**src/rtl/asc_pkg.sv**
```systemverilog
// rtl/asc_pkg.sv - shared state type, response codes and frame sizing for the ASC packet assembler
package asc_pkg;

  typedef enum logic [1:0] {COLLECT, CHECK, PRESENT, RESP} asc_state_e;

  localparam logic [7:0] ASC_ACK = 8'h06;
  localparam logic [7:0] ASC_NAK = 8'h15;

  localparam int ASC_ADDR_BITS_DEFAULT    = 12;
  localparam int ASC_PAYLOAD_BITS_DEFAULT = 160;

  function automatic int bytes_of(input int bits);
    return (bits + 7) / 8;
  endfunction

  localparam int ASC_ADDR_BYTES    = bytes_of(ASC_ADDR_BITS_DEFAULT);
  localparam int ASC_PAYLOAD_BYTES = bytes_of(ASC_PAYLOAD_BITS_DEFAULT);
  localparam int ASC_TOTAL         = ASC_ADDR_BYTES + ASC_PAYLOAD_BYTES;

endpackage

```
**src/rtl/asc_packet_assembler_if.sv**
```systemverilog
// rtl/asc_packet_assembler_if.sv - byte-in, packet-out and response handshakes of the assembler
interface asc_packet_assembler_if #(
  parameter int ADDR_BITS    = 12,
  parameter int PAYLOAD_BITS = 160
);
  logic                    data_valid;
  logic                    data_ready;
  logic [7:0]              data_in;
  logic                    pkt_valid;
  logic                    pkt_ready;
  logic [ADDR_BITS-1:0]    pkt_addr;
  logic [PAYLOAD_BITS-1:0] pkt_payload;
  logic                    resp_valid;
  logic                    resp_ready;
  logic [7:0]              resp_data;

  modport master (
    output data_valid, data_in, pkt_ready, resp_ready,
    input  data_ready, pkt_valid, pkt_addr, pkt_payload, resp_valid, resp_data
  );

  modport slave (
    input  data_valid, data_in, pkt_ready, resp_ready,
    output data_ready, pkt_valid, pkt_addr, pkt_payload, resp_valid, resp_data
  );
endinterface

```
**src/rtl/asc_idle_timer.sv**
```systemverilog
// rtl/asc_idle_timer.sv - idle cycle counter; expire is high while the count sits at TIMEOUT_CYCLES-1
module asc_idle_timer #(
  parameter int TIMEOUT_CYCLES = 1_000_000
) (
  input  logic clk,
  input  logic reset,
  input  logic clear,
  input  logic enable,
  output logic expire
);
  localparam int            CW   = (TIMEOUT_CYCLES > 1) ? $clog2(TIMEOUT_CYCLES) : 1;
  localparam logic [CW-1:0] LAST = CW'(TIMEOUT_CYCLES - 1);

  logic [CW-1:0] cnt_q, cnt_d;

  always_comb begin
    cnt_d = cnt_q;
    if (clear) begin
      cnt_d = '0;
    end else if (enable && (cnt_q != LAST)) begin
      cnt_d = cnt_q + CW'(1);
    end
  end

  always_ff @(posedge clk or negedge reset) begin
    if (!reset) begin
      cnt_q <= '0;
    end else begin
      cnt_q <= cnt_d;
    end
  end

  assign expire = enable && (cnt_q == LAST);
endmodule

```
**src/rtl/asc_packet_assembler.sv**
```systemverilog
// rtl/asc_packet_assembler.sv - collects ASC bytes into one {addr, payload} scan packet and answers ACK/NAK
// Optional trailing XOR checksum byte enabled by defining ASC_ASSEMBLER_CHECKSUM_EN.
module asc_packet_assembler
  import asc_pkg::*;
#(
  parameter int ADDR_BITS      = 12,
  parameter int PAYLOAD_BITS   = 160,
  parameter int TIMEOUT_CYCLES = 1_000_000
) (
  input  logic                        clk,
  input  logic                        reset,
  asc_packet_assembler_if.slave       bus,
  output logic                        timeout_err,
  output logic [4:0]                  byte_count
);
  localparam int ADDR_BYTES    = bytes_of(ADDR_BITS);
  localparam int PAYLOAD_BYTES = bytes_of(PAYLOAD_BITS);
  localparam int TOTAL         = ADDR_BYTES + PAYLOAD_BYTES;
  localparam int SR_W          = TOTAL * 8;
`ifdef ASC_ASSEMBLER_CHECKSUM_EN
  localparam int FRAME_BYTES   = TOTAL + 1;
`else
  localparam int FRAME_BYTES   = TOTAL;
`endif
  localparam logic [4:0] LAST_IDX = 5'(FRAME_BYTES - 1);

  asc_state_e              state_q, state_d;
  logic [4:0]              count_q, count_d;
  logic [SR_W-1:0]         sreg_q, sreg_d;
  logic                    data_ready_q, data_ready_d;
  logic                    pkt_valid_q, pkt_valid_d;
  logic [ADDR_BITS-1:0]    pkt_addr_q, pkt_addr_d;
  logic [PAYLOAD_BITS-1:0] pkt_payload_q, pkt_payload_d;
  logic                    resp_valid_q, resp_valid_d;
  logic [7:0]              resp_data_q, resp_data_d;
  logic                    timeout_q, timeout_d;
  logic [4:0]              byte_count_q, byte_count_d;
`ifdef ASC_ASSEMBLER_CHECKSUM_EN
  logic [7:0]              csum_q, csum_d;
  logic                    csum_ok_q, csum_ok_d;
`endif

  logic accept;
  logic timer_en;
  logic expire;

  assign accept   = bus.data_valid && data_ready_q;
  assign timer_en = (state_q == COLLECT) && (count_q != 5'd0);

  asc_idle_timer #(.TIMEOUT_CYCLES(TIMEOUT_CYCLES)) u_idle_timer (
    .clk    (clk),
    .reset  (reset),
    .clear  (accept || !timer_en),
    .enable (timer_en),
    .expire (expire)
  );

  always_comb begin
    state_d     = state_q;
    count_d     = count_q;
    sreg_d      = sreg_q;
    resp_data_d = resp_data_q;
    timeout_d   = 1'b0;
`ifdef ASC_ASSEMBLER_CHECKSUM_EN
    csum_d      = csum_q;
    csum_ok_d   = csum_ok_q;
`endif
    unique case (state_q)
      COLLECT: begin
        // An accepted byte beats a simultaneous timer expiry.
        if (accept) begin
          count_d = count_q + 5'd1;
          if (count_q < 5'(TOTAL)) begin
            sreg_d = {sreg_q[SR_W-9:0], bus.data_in};
          end
`ifdef ASC_ASSEMBLER_CHECKSUM_EN
          csum_d = csum_q ^ bus.data_in;
          if (count_q == LAST_IDX) begin
            state_d   = CHECK;
            csum_ok_d = (csum_q == bus.data_in);
          end
`else
          if (count_q == LAST_IDX) begin
            state_d = PRESENT;
          end
`endif
        end else if (expire) begin
          timeout_d   = 1'b1;
          count_d     = 5'd0;
          state_d     = RESP;
          resp_data_d = ASC_NAK;
        end
      end
`ifdef ASC_ASSEMBLER_CHECKSUM_EN
      CHECK: begin
        if (csum_ok_q) begin
          state_d = PRESENT;
        end else begin
          state_d     = RESP;
          resp_data_d = ASC_NAK;
        end
      end
`endif
      PRESENT: begin
        if (pkt_valid_q && bus.pkt_ready) begin
          state_d     = RESP;
          resp_data_d = ASC_ACK;
        end
      end
      RESP: begin
        if (resp_valid_q && bus.resp_ready) begin
          state_d = COLLECT;
          count_d = 5'd0;
          sreg_d  = '0;
`ifdef ASC_ASSEMBLER_CHECKSUM_EN
          csum_d  = 8'h00;
`endif
        end
      end
      default: state_d = COLLECT;
    endcase

    // Outputs are registered copies of the next-state decode.
    data_ready_d  = (state_d == COLLECT);
    pkt_valid_d   = (state_d == PRESENT);
    resp_valid_d  = (state_d == RESP);
    byte_count_d  = count_d;
    pkt_addr_d    = pkt_addr_q;
    pkt_payload_d = pkt_payload_q;
    if (state_d == PRESENT) begin
      pkt_addr_d    = sreg_d[PAYLOAD_BYTES*8 +: ADDR_BITS];
      pkt_payload_d = sreg_d[PAYLOAD_BITS-1:0];
    end
  end

  always_ff @(posedge clk or negedge reset) begin
    if (!reset) begin
      state_q       <= COLLECT;
      count_q       <= 5'd0;
      sreg_q        <= '0;
      data_ready_q  <= 1'b0;
      pkt_valid_q   <= 1'b0;
      pkt_addr_q    <= '0;
      pkt_payload_q <= '0;
      resp_valid_q  <= 1'b0;
      resp_data_q   <= 8'h00;
      timeout_q     <= 1'b0;
      byte_count_q  <= 5'd0;
`ifdef ASC_ASSEMBLER_CHECKSUM_EN
      csum_q        <= 8'h00;
      csum_ok_q     <= 1'b0;
`endif
    end else begin
      state_q       <= state_d;
      count_q       <= count_d;
      sreg_q        <= sreg_d;
      data_ready_q  <= data_ready_d;
      pkt_valid_q   <= pkt_valid_d;
      pkt_addr_q    <= pkt_addr_d;
      pkt_payload_q <= pkt_payload_d;
      resp_valid_q  <= resp_valid_d;
      resp_data_q   <= resp_data_d;
      timeout_q     <= timeout_d;
      byte_count_q  <= byte_count_d;
`ifdef ASC_ASSEMBLER_CHECKSUM_EN
      csum_q        <= csum_d;
      csum_ok_q     <= csum_ok_d;
`endif
    end
  end

  assign bus.data_ready  = data_ready_q;
  assign bus.pkt_valid   = pkt_valid_q;
  assign bus.pkt_addr    = pkt_addr_q;
  assign bus.pkt_payload = pkt_payload_q;
  assign bus.resp_valid  = resp_valid_q;
  assign bus.resp_data   = resp_data_q;
  assign timeout_err     = timeout_q;
  assign byte_count      = byte_count_q;
endmodule

```
**src/flat_wrapper.sv**
```systemverilog
// flat-port wrapper written by rule: the top's interface ports become plain ports
module asc_packet_assembler_flat import asc_pkg::*;
#(
  parameter int ADDR_BITS      = 12,
  parameter int PAYLOAD_BITS   = 160,
  parameter int TIMEOUT_CYCLES = 1_000_000
)
  (clk, reset, timeout_err, byte_count, bus_data_valid, bus_data_in, bus_pkt_ready, bus_resp_ready, bus_data_ready, bus_pkt_valid, bus_pkt_addr, bus_pkt_payload, bus_resp_valid, bus_resp_data);
  asc_packet_assembler_if #(.ADDR_BITS(ADDR_BITS), .PAYLOAD_BITS(PAYLOAD_BITS)) bus_i ();
  input  logic clk;
  input  logic reset;
  output logic timeout_err;
  output logic [4:0] byte_count;
  input wire logic [$bits(bus_i.data_valid)-1:0] bus_data_valid;
  input wire logic [$bits(bus_i.data_in)-1:0] bus_data_in;
  input wire logic [$bits(bus_i.pkt_ready)-1:0] bus_pkt_ready;
  input wire logic [$bits(bus_i.resp_ready)-1:0] bus_resp_ready;
  output wire logic [$bits(bus_i.data_ready)-1:0] bus_data_ready;
  output wire logic [$bits(bus_i.pkt_valid)-1:0] bus_pkt_valid;
  output wire logic [$bits(bus_i.pkt_addr)-1:0] bus_pkt_addr;
  output wire logic [$bits(bus_i.pkt_payload)-1:0] bus_pkt_payload;
  output wire logic [$bits(bus_i.resp_valid)-1:0] bus_resp_valid;
  output wire logic [$bits(bus_i.resp_data)-1:0] bus_resp_data;
  assign bus_i.data_valid = bus_data_valid;
  assign bus_i.data_in = bus_data_in;
  assign bus_i.pkt_ready = bus_pkt_ready;
  assign bus_i.resp_ready = bus_resp_ready;
  assign bus_data_ready = bus_i.data_ready;
  assign bus_pkt_valid = bus_i.pkt_valid;
  assign bus_pkt_addr = bus_i.pkt_addr;
  assign bus_pkt_payload = bus_i.pkt_payload;
  assign bus_resp_valid = bus_i.resp_valid;
  assign bus_resp_data = bus_i.resp_data;
  asc_packet_assembler #(.ADDR_BITS(ADDR_BITS), .PAYLOAD_BITS(PAYLOAD_BITS), .TIMEOUT_CYCLES(TIMEOUT_CYCLES)) u_core (.clk(clk), .reset(reset), .bus(bus_i), .timeout_err(timeout_err), .byte_count(byte_count));
endmodule
```
**config.mk**
```make
export PLATFORM = sky130hd
export DESIGN_NAME = asc_packet_assembler_flat
export DESIGN_NICKNAME = d
export VERILOG_FILES = /design/src/rtl/asc_pkg.sv /design/src/rtl/asc_packet_assembler_if.sv /design/src/rtl/asc_idle_timer.sv /design/src/rtl/asc_packet_assembler.sv /design/src/flat_wrapper.sv
export SDC_FILE = /design/constraint.sdc
export NUM_CORES = 1
export LEC_CHECK = 0
export CAP_MARGIN = 25
export CORE_AREA = 2 2 185 187
export CTS_CLUSTER_SIZE = 14
export DETAILED_ROUTE_END_ITERATION = 6
export DIE_AREA = 0 0 187 189
export GPL_TIMING_DRIVEN = 0
export MAX_ROUTING_LAYER = met4
export PLACE_DENSITY = 0.75
export SYNTH_ARGS = -nofsm -noshare
export SYNTH_HDL_FRONTEND = slang
export SYNTH_SLANG_ARGS = --single-unit
```
**constraint.sdc**
```tcl
create_clock -name clk -period 2.42 [get_ports clk]
set_input_delay 0.726 -clock clk [delete_from_list [all_inputs] [get_ports clk]]
set_output_delay 0.726 -clock clk [all_outputs]
set_load 0.05 [all_outputs]
```
---- Word-level counts from Yosys, hierarchy flattened ----
Index checks and enable logic that the tools add are counted.
cells by class
  mux-type cells .......................... 23
  magnitude comparators ................... 1
  reduce and logical (&&, ||, !) cells .... 16
  add/sub/neg operators ................... 2
  equality and inequality tests ........... 12
operator list
  kind                   number
  $mux 172               3
  $pmux 172 s2           1
  $mux 20                2
  $mux 8                 3
  $add 20x1->20 const B  1
  $eq 20x20->1 const B   1
  $ne 20x20->1 const B   1
  $pmux 8 s2             1
  $mux 5                 3
  $mux 2                 5
  $pmux 5 s2             1
  $eq 2x2->1 const B     4
  $logic_and 1x1->1      6
  $ne 2x1->1 const B     3
  $pmux 2 s3             1
  $reduce_bool 2->1      3
  $add 5x1->5 const B    1
  $eq 5x5->1 const B     1
  $lt 5x5->1 const B     1
  $reduce_bool 5->1      1
  $logic_not 2->1        2
  $reduce_and 4->1       1
  $mux 1                 3
  $ne 3x1->1 const B     1
  other kinds (4)        4
storage, ports and cells
  bits in registers ....................... 383
  output and inout port bits .............. 189

---- Depth between registers and ports, before layout ----
Gate-level depths: netlist (run 1).
  depth after elaboration ................. 7
  mapped depth ............................ 10
  depth with buffers taken out ............ 7

---- Hierarchy ----
A second synthesis (run 1) with hierarchy kept.
unflattened totals
  cells, all modules ...................... 1517
  area, all modules ....................... 16364.4 µm²
modules (own cells, without submodules)
  module                instances  area each (µm²)  cells an instance
  asc_packet_assembler  1          15228.4          1400
  asc_idle_timer        1          1136.1           117

---- Least setup slack after synthesis (run 1) ----
OpenSTA, ideal clock, no wires.
  path kind ............................... flip-flop to flip-flop
  from .................................... reg u_core.count_q[1]
  to ...................................... reg u_core.pkt_addr_q[0] (netlist: u_core.bus.pkt_addr[0])
  setup time .............................. 0.125 ns
  data arrival time ....................... 2.535 ns
  buffers on the path ..................... 2
  cell stages (with the launch flop) ...... 10
  setup slack ............................. -0.240 ns
  period minus slack after synthesis ...... 2.660 ns
  path through ............................ dfrtp_1 > inv_1 > ha_1 > nor4b_2 > a2111oi_2 > nor4b_4 > nor4_2 > buf_6 > buf_6 > mux2_4
between the ends
  cells in the longest elaborated chain, start to end .. 7
  elaborated cells on any way between the ends .. 13
RTL lines
  what                      line                         RTL
  start: declaration        asc_packet_assembler.sv:28   logic [4:0] count_q, count_d;
  start signal: assignment  asc_packet_assembler.sv:155  count_q <= count_d;
  $reduce_bool 5->1         asc_packet_assembler.sv:48   assign timer_en = (state_q == COLLECT) && (count_q != 5'd0);
  $logic_and 1x1->1         asc_packet_assembler.sv:48
  $logic_and 1x1->1         asc_idle_timer.sv:33         assign expire = enable && (cnt_q == LAST);
  $mux 2                    asc_packet_assembler.sv:87   end else if (expire) begin
  $mux 2                    asc_packet_assembler.sv:71   if (accept) begin
  $pmux 2 s3                asc_packet_assembler.sv:68   unique case (state_q)
  $eq 2x2->1                asc_packet_assembler.sv:130  if (state_d == PRESENT) begin
  end signal: assignment    asc_packet_assembler.sv:159  pkt_addr_q <= pkt_addr_d;
  end: declaration          asc_packet_assembler.sv:32   logic [ADDR_BITS-1:0] pkt_addr_q, pkt_addr_d;
Several ways; a longest one is shown, not always the timed one.
A chain may end at the register's enable or synchronous reset.

---- Worst setup path in the final report (run 1) ----
  from .................................... reg u_core.count_q[1]
  to ...................................... reg u_core.pkt_addr_q[10] (netlist: u_core.bus.pkt_addr[10])
The elaborated chain is that of the path after synthesis.

==> results.sh, run 1 <==
export IMPL_fin_ws_ns=-0.283
export IMPL_viasPerCell=5.82
export IMPL_peakVddDrop_mv=1.01
export IMPL_path_cells="inv_2 > ha_4 > nor4b_4 > a2111oi_4 > nor4b_4 > buf_4 > nor4_4 > buf_6 > buf_12 > buf_16 > bufbuf_16 > mux2_4"
export IMPL_clock_tree_root_cell="clkbuf_16"
export IMPL_clock_sinks=378
export IMPL_cts_tree="done"
export IMPL_status="finished with violations"
export IMPL_cp_common_cell="nor4b_4"
export IMPL_cts_buffers=39
export IMPL_drtPass1Iterations=6
export IMPL_yosys_cell_types_count=50
export IMPL_cpPeakStageDelay_ns=0.42
export IMPL_synth_top_area_share_pct=57.3
export IMPL_synth_ff_latch_count=378
export IMPL_diodes=0
export IMPL_critical_path_peak_fanout=8
export IMPL_postLayoutCoreUtil_pct=65.0
export IMPL_vias=12314
export IMPL_powerDensity_mw_per_mm2=1580
export IMPL_clock_path_buffers=3
export IMPL_core_mm2=0.0333
export IMPL_h_tree_depth=2
export IMPL_layout_commonest_cell="dfrtp_1"
export IMPL_arrival_ns=3.12
export IMPL_ys_warn_count=0
export IMPL_final_area_mm2=0.0216
export IMPL_min_path_type="in -> async"
export IMPL_syn_area_mm2=0.0165
export IMPL_die_x_um=187
export IMPL_placed_cell_area_mm2=0.0192
export IMPL_yosys_area_top_type="dfrtp_1"
export IMPL_antenna_found_initial=0
export IMPL_grt_usage_pct=27.0
export IMPL_fin_cells=2117
export IMPL_grt_pass1_wl_um=72600
export IMPL_final_setup_viol_count=172
export IMPL_path_clk_slew_ns=0.06
export IMPL_failed_checks="setup timing"
export IMPL_grt_max_degree=116
export IMPL_synth_area_per_cell_um2=12.3
export IMPL_hold_viol=0
export IMPL_syn_inst=1339
export IMPL_initial_core_util_pct=49.6
export IMPL_routabilityCongestion=0.841
export IMPL_maxSlewViolCount=0
export IMPL_core_rowCount=67
export IMPL_routed_wl_um=46300
export IMPL_port_buffers=197
export IMPL_crit_type="reg -> reg"
export IMPL_rrSetupSlack_ns=-0.28
export IMPL_cp_slowest_cell="dfrtp_2"
export IMPL_drtAntennaViolNets=0
export IMPL_final_period_utilization_pct=112
export IMPL_period_needed_ns=2.70
export IMPL_grt_pass1_vias=12464
export IMPL_p_leak_nw=10.4
export IMPL_design_die_area_mm2=0.0353
export IMPL_cts_hold_buffers=0
export IMPL_insertion_delay_ns=0.54
export IMPL_synth_edf_count=0
export IMPL_start_kind="register"
export IMPL_drive_above_1_share_pct=24.3
export IMPL_dp_final_hpwl_um=29900
export IMPL_grt_overflow=0
export IMPL_avgRoutedWirePerCell_um=21.9
export IMPL_ys_flop_type="dfrtp_1"
export IMPL_die_y_um=189
export IMPL_fin_skew_ns=0.0243
export IMPL_dp_cells=1990
export IMPL_drcViolationCount=0
export IMPL_ys_seq_area_share_pct=57.3
export IMPL_rsz0062_at_grt="yes"
export IMPL_ioPinCount=202
export IMPL_drt_iter0_drc=1345
export IMPL_syn_to_final_growth_pct=31.2
export IMPL_async_reset_ff_share_pct=100
export IMPL_crit_path_end_kind="register"
export IMPL_cap_violations=0
export IMPL_synth_area_top_cells="dfrtp_1 57%, mux2_4 15%, a22oi_1 7.9%, o21ai_0 5.4%, nand2_1 4.1%"
export IMPL_nets=1660
export IMPL_timing_fmax_mhz=370
export IMPL_worstMarginPinSlew_ns=0.746
export IMPL_required_ns=2.84
export IMPL_max_slew_margin_rel_pct=50.3
export IMPL_layout_common_cells="373 x dfrtp_1, 180 x nand2_1, 179 x dlygate4sd2_1, 173 x a22oi_1, 170 x mux2_4"
## path summary, 6_finish.rpt
path	startpoint	end	cells past startpoint
max reg2reg	u_core.count_q[1]$_DFFE_PN0P_	u_core.bus.pkt_addr[10]$_DFFE_PN0N_	12
max	u_core.count_q[1]$_DFFE_PN0P_	u_core.bus.pkt_addr[10]$_DFFE_PN0N_	12
min reg2reg	u_core.bus.resp_data[2]$_DFFE_PN0P_	u_core.bus.resp_data[2]$_DFFE_PN0P_	1
min in group clk	u_core.bus.resp_data[2]$_DFFE_PN0P_	u_core.bus.resp_data[2]$_DFFE_PN0P_	1
min	reset	u_core.bus.pkt_payload[41]$_DFFE_PN0N_	1
max in group asynchronous	reset	u_core.bus.pkt_payload[80]$_DFFE_PN0N_	3
## synthesized netlist by cell type (2+ instances only)
library cell,instances
a22oi_1,173
and3_1,7
nand3_1,11
nor4b_1,2
buf_2,29
mux2_4,169
nor3_1,9
a21o_1,5
o21ai_0,179
nand4b_1,3
nand2b_1,3
a31oi_1,4
buf_1,10
buf_6,19
nand4_1,2
nor2_1,26
nor4_1,2
ha_1,8
buf_4,6
a21oi_1,14
nor4_2,2
mux2i_1,2
clkbuf_1,42
or2_2,2
a41oi_1,2
xnor2_1,12
nand2_1,181
inv_1,9
and2_1,2
or3_1,3
dfrtp_1,378
a211oi_1,3
mux2_2,3
## through the flow
| stage | power [mW] | hold WS [ns] | TNS (ns) | worst slack (ns) |
|---|---|---|---|---|
| 2_1_floorplan | 19.1 | 0.430 | 0 | 0.00186 |
| 3_3_place_gp | 23.5 | 0.465 | -6129.05 | -16.83 |
| 3_5_place_dp | 23.7 | 0.462 | -302.71 | -1.35 |
| 4_1_cts | 34.0 | 0.161 | -22.58 | -0.218 |
| 5_1_grt | 35.6 | 0.194 | -51.09 | -0.375 |
| 6_report | 34.3 | 0.149 | -33.40 | -0.283 |
## worst max-delay path: cells and delay by family, from the launching register on
family | cells | cell delay [ns]
AOI/OAI and AO/OA | 1 | 0.05
DFF | 1 | 0.42
buffers and inverters | 6 | 0.97
adders and majority gates | 1 | 0.13
muxes | 1 | 0.29
and+or+nand+nor | 3 | 0.72
## cell type report
type	instances	area, um^2
sequential	378	9470
clock inverter	10	145
clock buffer	61	1200
multi-input combinational	848	6560
inverter	10	45.0
buffer	104	831
tap	448	561
fill	2487	11600
timing repair buffer	258	2840
## cell families after synthesis
family          share of synthesized area, %
buf+inv                                 3.86
xor+xnor                               0.637
fa+ha+maj                              0.607
mux                                     15.7
flops                                   57.3
other cells                           0.0227
simple gates                            7.07
compound gates                          14.8
## per-layer routing
metal | part of all wire (%) | global-route usage, %
met1 | 42 | 35.7
met2 | 49 | 43.4
met3 | 6.2 | 3.74
met4 | 3.0 | 8.88
met5 | 0 | -
## repair_timing
item                                    4_1_cts  5_1_grt
cloned                                       19        0
endpoints found under the setup margin      528      249
setup buffers                                34        5
pin swaps                                     3        2
resized for setup                           312       23
## sequential cells by signal, summed over array words and instances (netlist names)
signal / flops
u_core.bus.data_ready: 1
u_core.bus.pkt_addr: 12
u_core.bus.pkt_payload: 160
u_core.bus.pkt_valid: 1
u_core.bus.resp_data: 3
u_core.bus.resp_valid: 1
u_core.count_q: 5
u_core.sreg_q: 172
u_core.state_q: 2
u_core.timeout_err: 1
u_core.u_idle_timer.cnt_q: 20
## power breakdown
group          total, mW  switching [mW]  internal [mW]
Clock               6.24            2.50           3.74
Sequential          9.29            1.39           7.90
Combinational       18.8            10.6           8.20
Note: power is estimated with default switching activity, not from simulation.
==> run 2, diff against run 1 <==
Settings changed: MAX_ROUTING_LAYER met4 to default, SLEW_MARGIN from default to 20, TNS_END_PERCENT from default to 50.
==> results.sh, run 2 (same netlist as run 1, synthesis figures left out) <==
export IMPL_status="finished with violations"
export IMPL_failed_checks="setup timing"
export IMPL_required_ns=2.82
export IMPL_peakVddDrop_mv=1.00
export IMPL_routabilityCongestion=0.832
export IMPL_drtPass1Iterations=6
export IMPL_fin_cells=2119
export IMPL_pre_cts_ws_ns=-1.41
export IMPL_grt_pass1_vias=12607
export IMPL_clock_path_buffers=3
export IMPL_design_die_area_mm2=0.0353
export IMPL_max_slew_margin_rel_pct=56.3
export IMPL_drcViolationCount=0
export IMPL_clock_tree_root_cell="clkbuf_16"
export IMPL_rrSetupSlack_ns=-0.12
export IMPL_syn_to_final_growth_pct=31.2
export IMPL_cp_common_cell="buf_12"
export IMPL_critical_path_peak_fanout=8
export IMPL_layout_commonest_cell="dfrtp_1"
export IMPL_cpPeakStageDelay_ns=0.44
export IMPL_power_mw=34.3
export IMPL_avgRoutedWirePerCell_um=22.1
export IMPL_routed_wl_um=46800
export IMPL_layout_common_cells="373 x dfrtp_1, 180 x nand2_1, 173 x a22oi_1, 173 x dlygate4sd2_1, 169 x mux2_4"
export IMPL_clock_sinks=378
export IMPL_crit_path_end_kind="register"
export IMPL_initial_core_util_pct=49.6
export IMPL_grt_usage_pct=26.3
export IMPL_grt_pass1_wl_um=73300
export IMPL_crit_family="buffers and inverters"
export IMPL_timing_fmax_mhz=394
export IMPL_arrival_ns=2.94
export IMPL_port_buffers=197
export IMPL_r2r_start="u_core.state_q[1]$_DFF_PN0_"
export IMPL_largest_reg_flops=172
export IMPL_core_mm2=0.0333
export IMPL_worstReg2RegEnd="u_core.bus.pkt_payload[125]$_DFFE_PN0N_"
export IMPL_worstMarginPinSlew_ns=0.656
export IMPL_crit_buf_inv=6
export IMPL_reg2regPathDepth=11
export IMPL_ioPinCount=202
export IMPL_h_tree_depth=2
export IMPL_core_rowCount=67
export IMPL_final_period_utilization_pct=105
export IMPL_maxSlewViolCount=0
export IMPL_final_setup_viol_count=138
export IMPL_grt_max_degree=101
export IMPL_cp_slowest_cell="dfrtp_2"
export IMPL_viasPerCell=5.84
export IMPL_nets=1664
export IMPL_insertion_delay_ns=0.53
export IMPL_postLayoutCoreUtil_pct=65.0
export IMPL_drt_iter0_drc=1379
export IMPL_path_clk_slew_ns=0.06
export IMPL_endpoint="u_core.bus.pkt_payload[125]$_DFFE_PN0N_"
export IMPL_fill_cells=2470
export IMPL_cp_depth=11
export IMPL_fin_skew_ns=0.0170
export IMPL_grt_overflow=0
export IMPL_fin_ws_ns=-0.118
export IMPL_worstSetupStartpoint="u_core.state_q[1]$_DFF_PN0_"
export IMPL_rsz0062_at_grt="yes"
export IMPL_cts_hold_buffers=0
export IMPL_cts_buffers=39
export IMPL_vias=12375
export IMPL_antenna_found_initial=0
export IMPL_drtAntennaViolNets=0
export IMPL_die_x_um=187
export IMPL_diodes=0
export IMPL_powerDensity_mw_per_mm2=1590
export IMPL_path_cells="inv_2 > ha_4 > inv_8 > a2111oi_4 > nor4b_4 > nor4_4 > buf_6 > buf_12 > buf_12 > buf_12 > mux2_4"
export IMPL_start_kind="register"
export IMPL_hold_viol=0
export IMPL_crit_type="reg -> reg"
export IMPL_cap_violations=0
export IMPL_dp_final_hpwl_um=29900
export IMPL_die_y_um=189
export IMPL_p_leak_nw=10.4
export IMPL_largest_register="u_core.sreg_q"
export IMPL_min_path_type="in -> async"
export IMPL_dp_cells=1990
export IMPL_drive_above_1_share_pct=24.5
export IMPL_cts_tree="done"
export IMPL_period_needed_ns=2.54
run 2: cell count changes in the layout (fill, tap and decap cells not counted), sizes merged:
cell / previous run / this run
buf: 122 / 128
bufbuf: 1 / 0
bufinv: 3 / 4
clkbuf: 104 / 95
clkdlybuf4s50: 17 / 22
clkinv: 4 / 8
dlygate4sd2: 179 / 173
inv: 11 / 13
run 2: worst min-delay path by stage:
stage	startpoint	depth (start not counted)	slack (ns)	end
after floorplan	reset	0	0.43	u_core.bus.data_ready$_DFF_PN0_
after global placement	u_core.bus.resp_data[2]$_DFFE_PN0P_	1	0.47	u_core.bus.resp_data[2]$_DFFE_PN0P_
after detailed placement	u_core.bus.resp_data[2]$_DFFE_PN0P_	1	0.46	u_core.bus.resp_data[2]$_DFFE_PN0P_
after CTS	reset	1	0.21	u_core.bus.pkt_payload[42]$_DFFE_PN0N_
after global routing	reset	1	0.24	u_core.bus.pkt_payload[34]$_DFFE_PN0N_
final	reset	1	0.20	u_core.bus.pkt_payload[34]$_DFFE_PN0N_
run 2: repair_timing:
item | 4_1_cts | 5_1_grt
setup endpoints to repair | 523 | 232
pin swaps | 2 | 1
gates resized for setup | 313 | 28
buffers inserted | 36 | 10
gates cloned | 18 | 1
run 2: final cells by class:
class                   instances  area [um^2]  area share [%]
flip-flops and latches        378         9470            43.7
multi-input cells             848         6560            30.3
repair buffers                263         2890            13.4
clock buffers                  52         1100            5.10
plain buffers                 103          811            3.75
well taps                     448          561            2.59
clock inverters                17          205           0.948
inverters                      10         45.0           0.208
run 2: layer usage:
layer	GRT usage (%)	share of wire, %	vias up
met5	0	0	-
met2	43.8	49	581
met3	4.62	7.2	94
met1	35.2	41	6248
met4	8.36	2.8	0
li1	-	-	5452
run 2: per-stage QoR:
| step | setup TNS [ns] | hold slack, ns | cell area [um^2] |
|---|---|---|---|
| 6_report | -11.53 | 0.201 | 21600 |
| 2_1_floorplan | 0 | 0.430 | 16500 |
| 4_1_cts | -13.11 | 0.215 | 21500 |
| 5_1_grt | -27.78 | 0.241 | 21600 |
| 3_5_place_dp | -306.94 | 0.463 | 19200 |
| 3_3_place_gp | -6139.50 | 0.473 | 19100 |
run 2: report_power, final:
| part | leakage, nW | switching (mW) | internal, mW | total [mW] |
|---|---|---|---|---|
| Combinational | 4.55 | 10.6 | 8.25 | 18.8 |
| Clock | 0.646 | 2.55 | 3.65 | 6.20 |
| Sequential | 5.22 | 1.40 | 7.90 | 9.30 |
==> run 3, diff against run 2 <==
Settings changed: ABC_AREA from default to 1, CORE_AREA 2 2 185 187 to 2 2 181 183, DIE_AREA 0 0 187 189 to 0 0 183 185.
==> results.sh, run 3 <==
export IMPL_grt_overflow=0
export IMPL_timing_hold_ws_ns=0.197
export IMPL_cts_tree="done"
export IMPL_cap_violations=0
export IMPL_fill_cells=2675
export IMPL_worstMarginPinSlew_ns=0.752
export IMPL_synth_most_common_cell="nand2_1"
export IMPL_crit_family="buffers and inverters"
export IMPL_met1_length_um=18600
export IMPL_diodes=0
export IMPL_comb_power_share_pct=36.2
export IMPL_dp_cells=2343
export IMPL_yosys_area_top_type="dfrtp_1"
export IMPL_start_kind="register"
export IMPL_die_y_um=185
export IMPL_seq_area_mm2=0.00946
export IMPL_pwr_share_clk_pct=31.0
export IMPL_swShare_pct=38.4
export IMPL_core_rowCount=66
export IMPL_hold_viol=0
export IMPL_design_die_area_mm2=0.0339
export IMPL_largest_register="u_core.sreg_q"
export IMPL_layout_common_cells="553 x nand2_1, 378 x dfrtp_1, 202 x inv_1, 176 x nand4_1, 121 x dlygate4sd2_1"
export IMPL_reg2regPathDepth=15
export IMPL_h_tree_depth=2
export IMPL_grt_pass1_vias=12863
export IMPL_final_period_utilization_pct=98.4
export IMPL_syn_inst=1731
export IMPL_cp_slowest_cell="clkdlybuf4s50_1"
export IMPL_wl_met3_um=2050
export IMPL_cts_hold_buffers=0
export IMPL_peakVddDrop_mv=0.728
export IMPL_pre_cts_ws_ns=-0.922
export IMPL_port_buffers=197
export IMPL_cpPeakStageDelay_ns=0.80
export IMPL_required_ns=1.69
export IMPL_cts_buffers=39
export IMPL_timing_fmax_mhz=420
export IMPL_clock_sinks=378
export IMPL_ys_flop_type="dfrtp_1"
export IMPL_p_int_mw=12.9
export IMPL_arrival_ns=1.66
export IMPL_synth_ff_latch_count=378
export IMPL_syn_area_mm2=0.0157
export IMPL_p_switching_mw=8.02
export IMPL_period_needed_ns=2.38
export IMPL_grt_usage_pct=25.1
export IMPL_antenna_found_initial=0
export IMPL_ys_seq_area_share_pct=60.1
export IMPL_yosys_cell_types_count=31
export IMPL_postLayoutCoreUtil_pct=62.4
export IMPL_clock_tree_root_cell="clkbuf_16"
export IMPL_drtAntennaViolNets=0
export IMPL_crit_type="reg -> out"
export IMPL_syn_to_final_growth_pct=27.0
export IMPL_synth_area_per_cell_um2=9.09
export IMPL_grt_max_degree=103
export IMPL_async_reset_ff_share_pct=100
export IMPL_core_mm2=0.0320
export IMPL_min_path_type="in -> async"
export IMPL_ys_warn_count=0
export IMPL_max_slew_margin_rel_pct=49.9
export IMPL_top_layer_used="met4"
export IMPL_drt_iter0_drc=1099
export IMPL_vias=12816
export IMPL_drive_above_1_share_pct=10.1
export IMPL_avgRoutedWirePerCell_um=17.3
export IMPL_nets=2008
export IMPL_cp_depth=1
export IMPL_routed_wl_um=42000
export IMPL_drtPass1Iterations=5
export IMPL_critical_path_peak_fanout=2
export IMPL_synth_top_area_share_pct=60.1
export IMPL_layout_commonest_cell="nand2_1"
export IMPL_path_clk_slew_ns=0.06
export IMPL_synth_common_cells="557 x nand2_1, 378 x dfrtp_1, 203 x inv_1"
export IMPL_drcViolationCount=0
export IMPL_path_cells="clkdlybuf4s50_1"
export IMPL_fin_skew_ns=0.0132
export IMPL_die_x_um=183
export IMPL_status="finished, final reports clean"
export IMPL_initial_core_util_pct=49.1
export IMPL_viasPerCell=5.28
export IMPL_multi_input_area_mm2=0.00481
export IMPL_fin_cells=2425
export IMPL_pwr_share_seq_pct=32.8
export IMPL_maxSlewViolCount=0
export IMPL_synth_edf_count=0
export IMPL_routabilityCongestion=0.898
export IMPL_clock_path_buffers=3
export IMPL_met2_wirelength_um=20400
export IMPL_powerDensity_mw_per_mm2=1050
export IMPL_largest_reg_flops=172
export IMPL_final_setup_viol_count=0
export IMPL_ioPinCount=202
export IMPL_p_leak_nw=11.2
export IMPL_insertion_delay_ns=0.52
export IMPL_fin_ws_ns=0.0382
export IMPL_crit_buf_inv=1
export IMPL_crit_path_end_kind="primary output"
export IMPL_synth_area_top_cells="dfrtp_1 60%, nand2_1 13%, nand4_1 7.0%, inv_1 4.8%, o21ai_0 3.5%"
export IMPL_grt_pass1_wl_um=67600
export IMPL_dp_final_hpwl_um=28800
-- run 3: cell types whose count changed in the layout (fill, tap and decap cells not counted), moves of 41 or more --
| cell | previous run | this run |
|---|---|---|
| mux2_4 | 169 | 0 |
| dlymetal6s2s_1 | 0 | 60 |
| a22oi_1 | 173 | 0 |
| o21ai_0 | 148 | 107 |
| nand2_1 | 180 | 553 |
| o21ai_1 | 28 | 83 |
| nand4_1 | 2 | 176 |
| inv_1 | 5 | 202 |
| dlygate4sd2_1 | 173 | 121 |
-- run 3: cell type report --
cell class / instances / share of cell area [%]
clock buffer: 51 / 5.57
clock inverter: 20 / 1.43
buffer: 118 / 4.09
sequential: 378 / 47.3
tap: 408 / 2.56
timing repair buffer: 212 / 11.0
inverter: 209 / 3.93
multi-input combinational: 1029 / 24.1
-- run 3: final timing paths --
path / slack, ns / start / end
min in group clk: 0.46 / u_core.bus.resp_data[2]$_DFFE_PN0P_ / u_core.bus.resp_data[2]$_DFFE_PN0P_
worst max-delay path: 0.04 / u_core.bus.pkt_payload[19]$_DFFE_PN0N_ / bus_pkt_payload[19]
worst min register to register: 0.46 / u_core.bus.resp_data[2]$_DFFE_PN0P_ / u_core.bus.resp_data[2]$_DFFE_PN0P_
worst min-delay path: 0.20 / reset / u_core.bus.pkt_payload[81]$_DFFE_PN0N_
max in group asynchronous: 0.97 / reset / u_core.sreg_q[15]$_DFF_PN0_
worst max register to register: 0.11 / u_core.count_q[1]$_DFFE_PN0P_ / u_core.bus.pkt_payload[65]$_DFFE_PN0N_
-- run 3: cells by family after synthesis --
group	synth area share, %
AOI/OAI and AO/OA	6.88
xor gates and xnor gates	0.278
adders and majority gates	0.636
and+or+nand+nor	22.4
DFF	60.1
other	0.0238
buffers and inverters	9.65
-- run 3: timing repair --
action                     CTS  global route
gates resized for setup    142            90
gates cloned                 0             1
setup buffers                7             3
setup endpoints to repair  354           232
pin swaps                    2             5
-- run 3: power by group through the flow --
stage	Sequential [mW]	Combinational, mW	Clock, mW
after global routing	6.87	8.19	6.85
after global placement	6.98	6.91	0
after floorplan	7.49	4.30	0
final	6.85	7.57	6.48
after detailed placement	6.98	7.08	0
after CTS	6.86	7.24	6.57
-- run 3: layer usage --
| metal | up-vias | track usage, % |
|---|---|---|
| met5 | - | 0 |
| met4 | 0 | 6.91 |
| met3 | 70 | 3.30 |
| met2 | 400 | 41.2 |
| met1 | 6248 | 35.4 |
| li1 | 6098 | - |
-- run 3: stage by stage --
| step | power (mW) | setup TNS, ns | cell area, um^2 |
|---|---|---|---|
| finish | 20.9 | 0 | 20000 |
| global route | 21.9 | -0.0449 | 20000 |
| CTS | 20.7 | 0 | 19700 |
| detailed placement | 14.1 | -204.35 | 18300 |
| global placement | 13.9 | -6022.60 | 18200 |
| floorplan | 11.8 | 0 | 15700 |
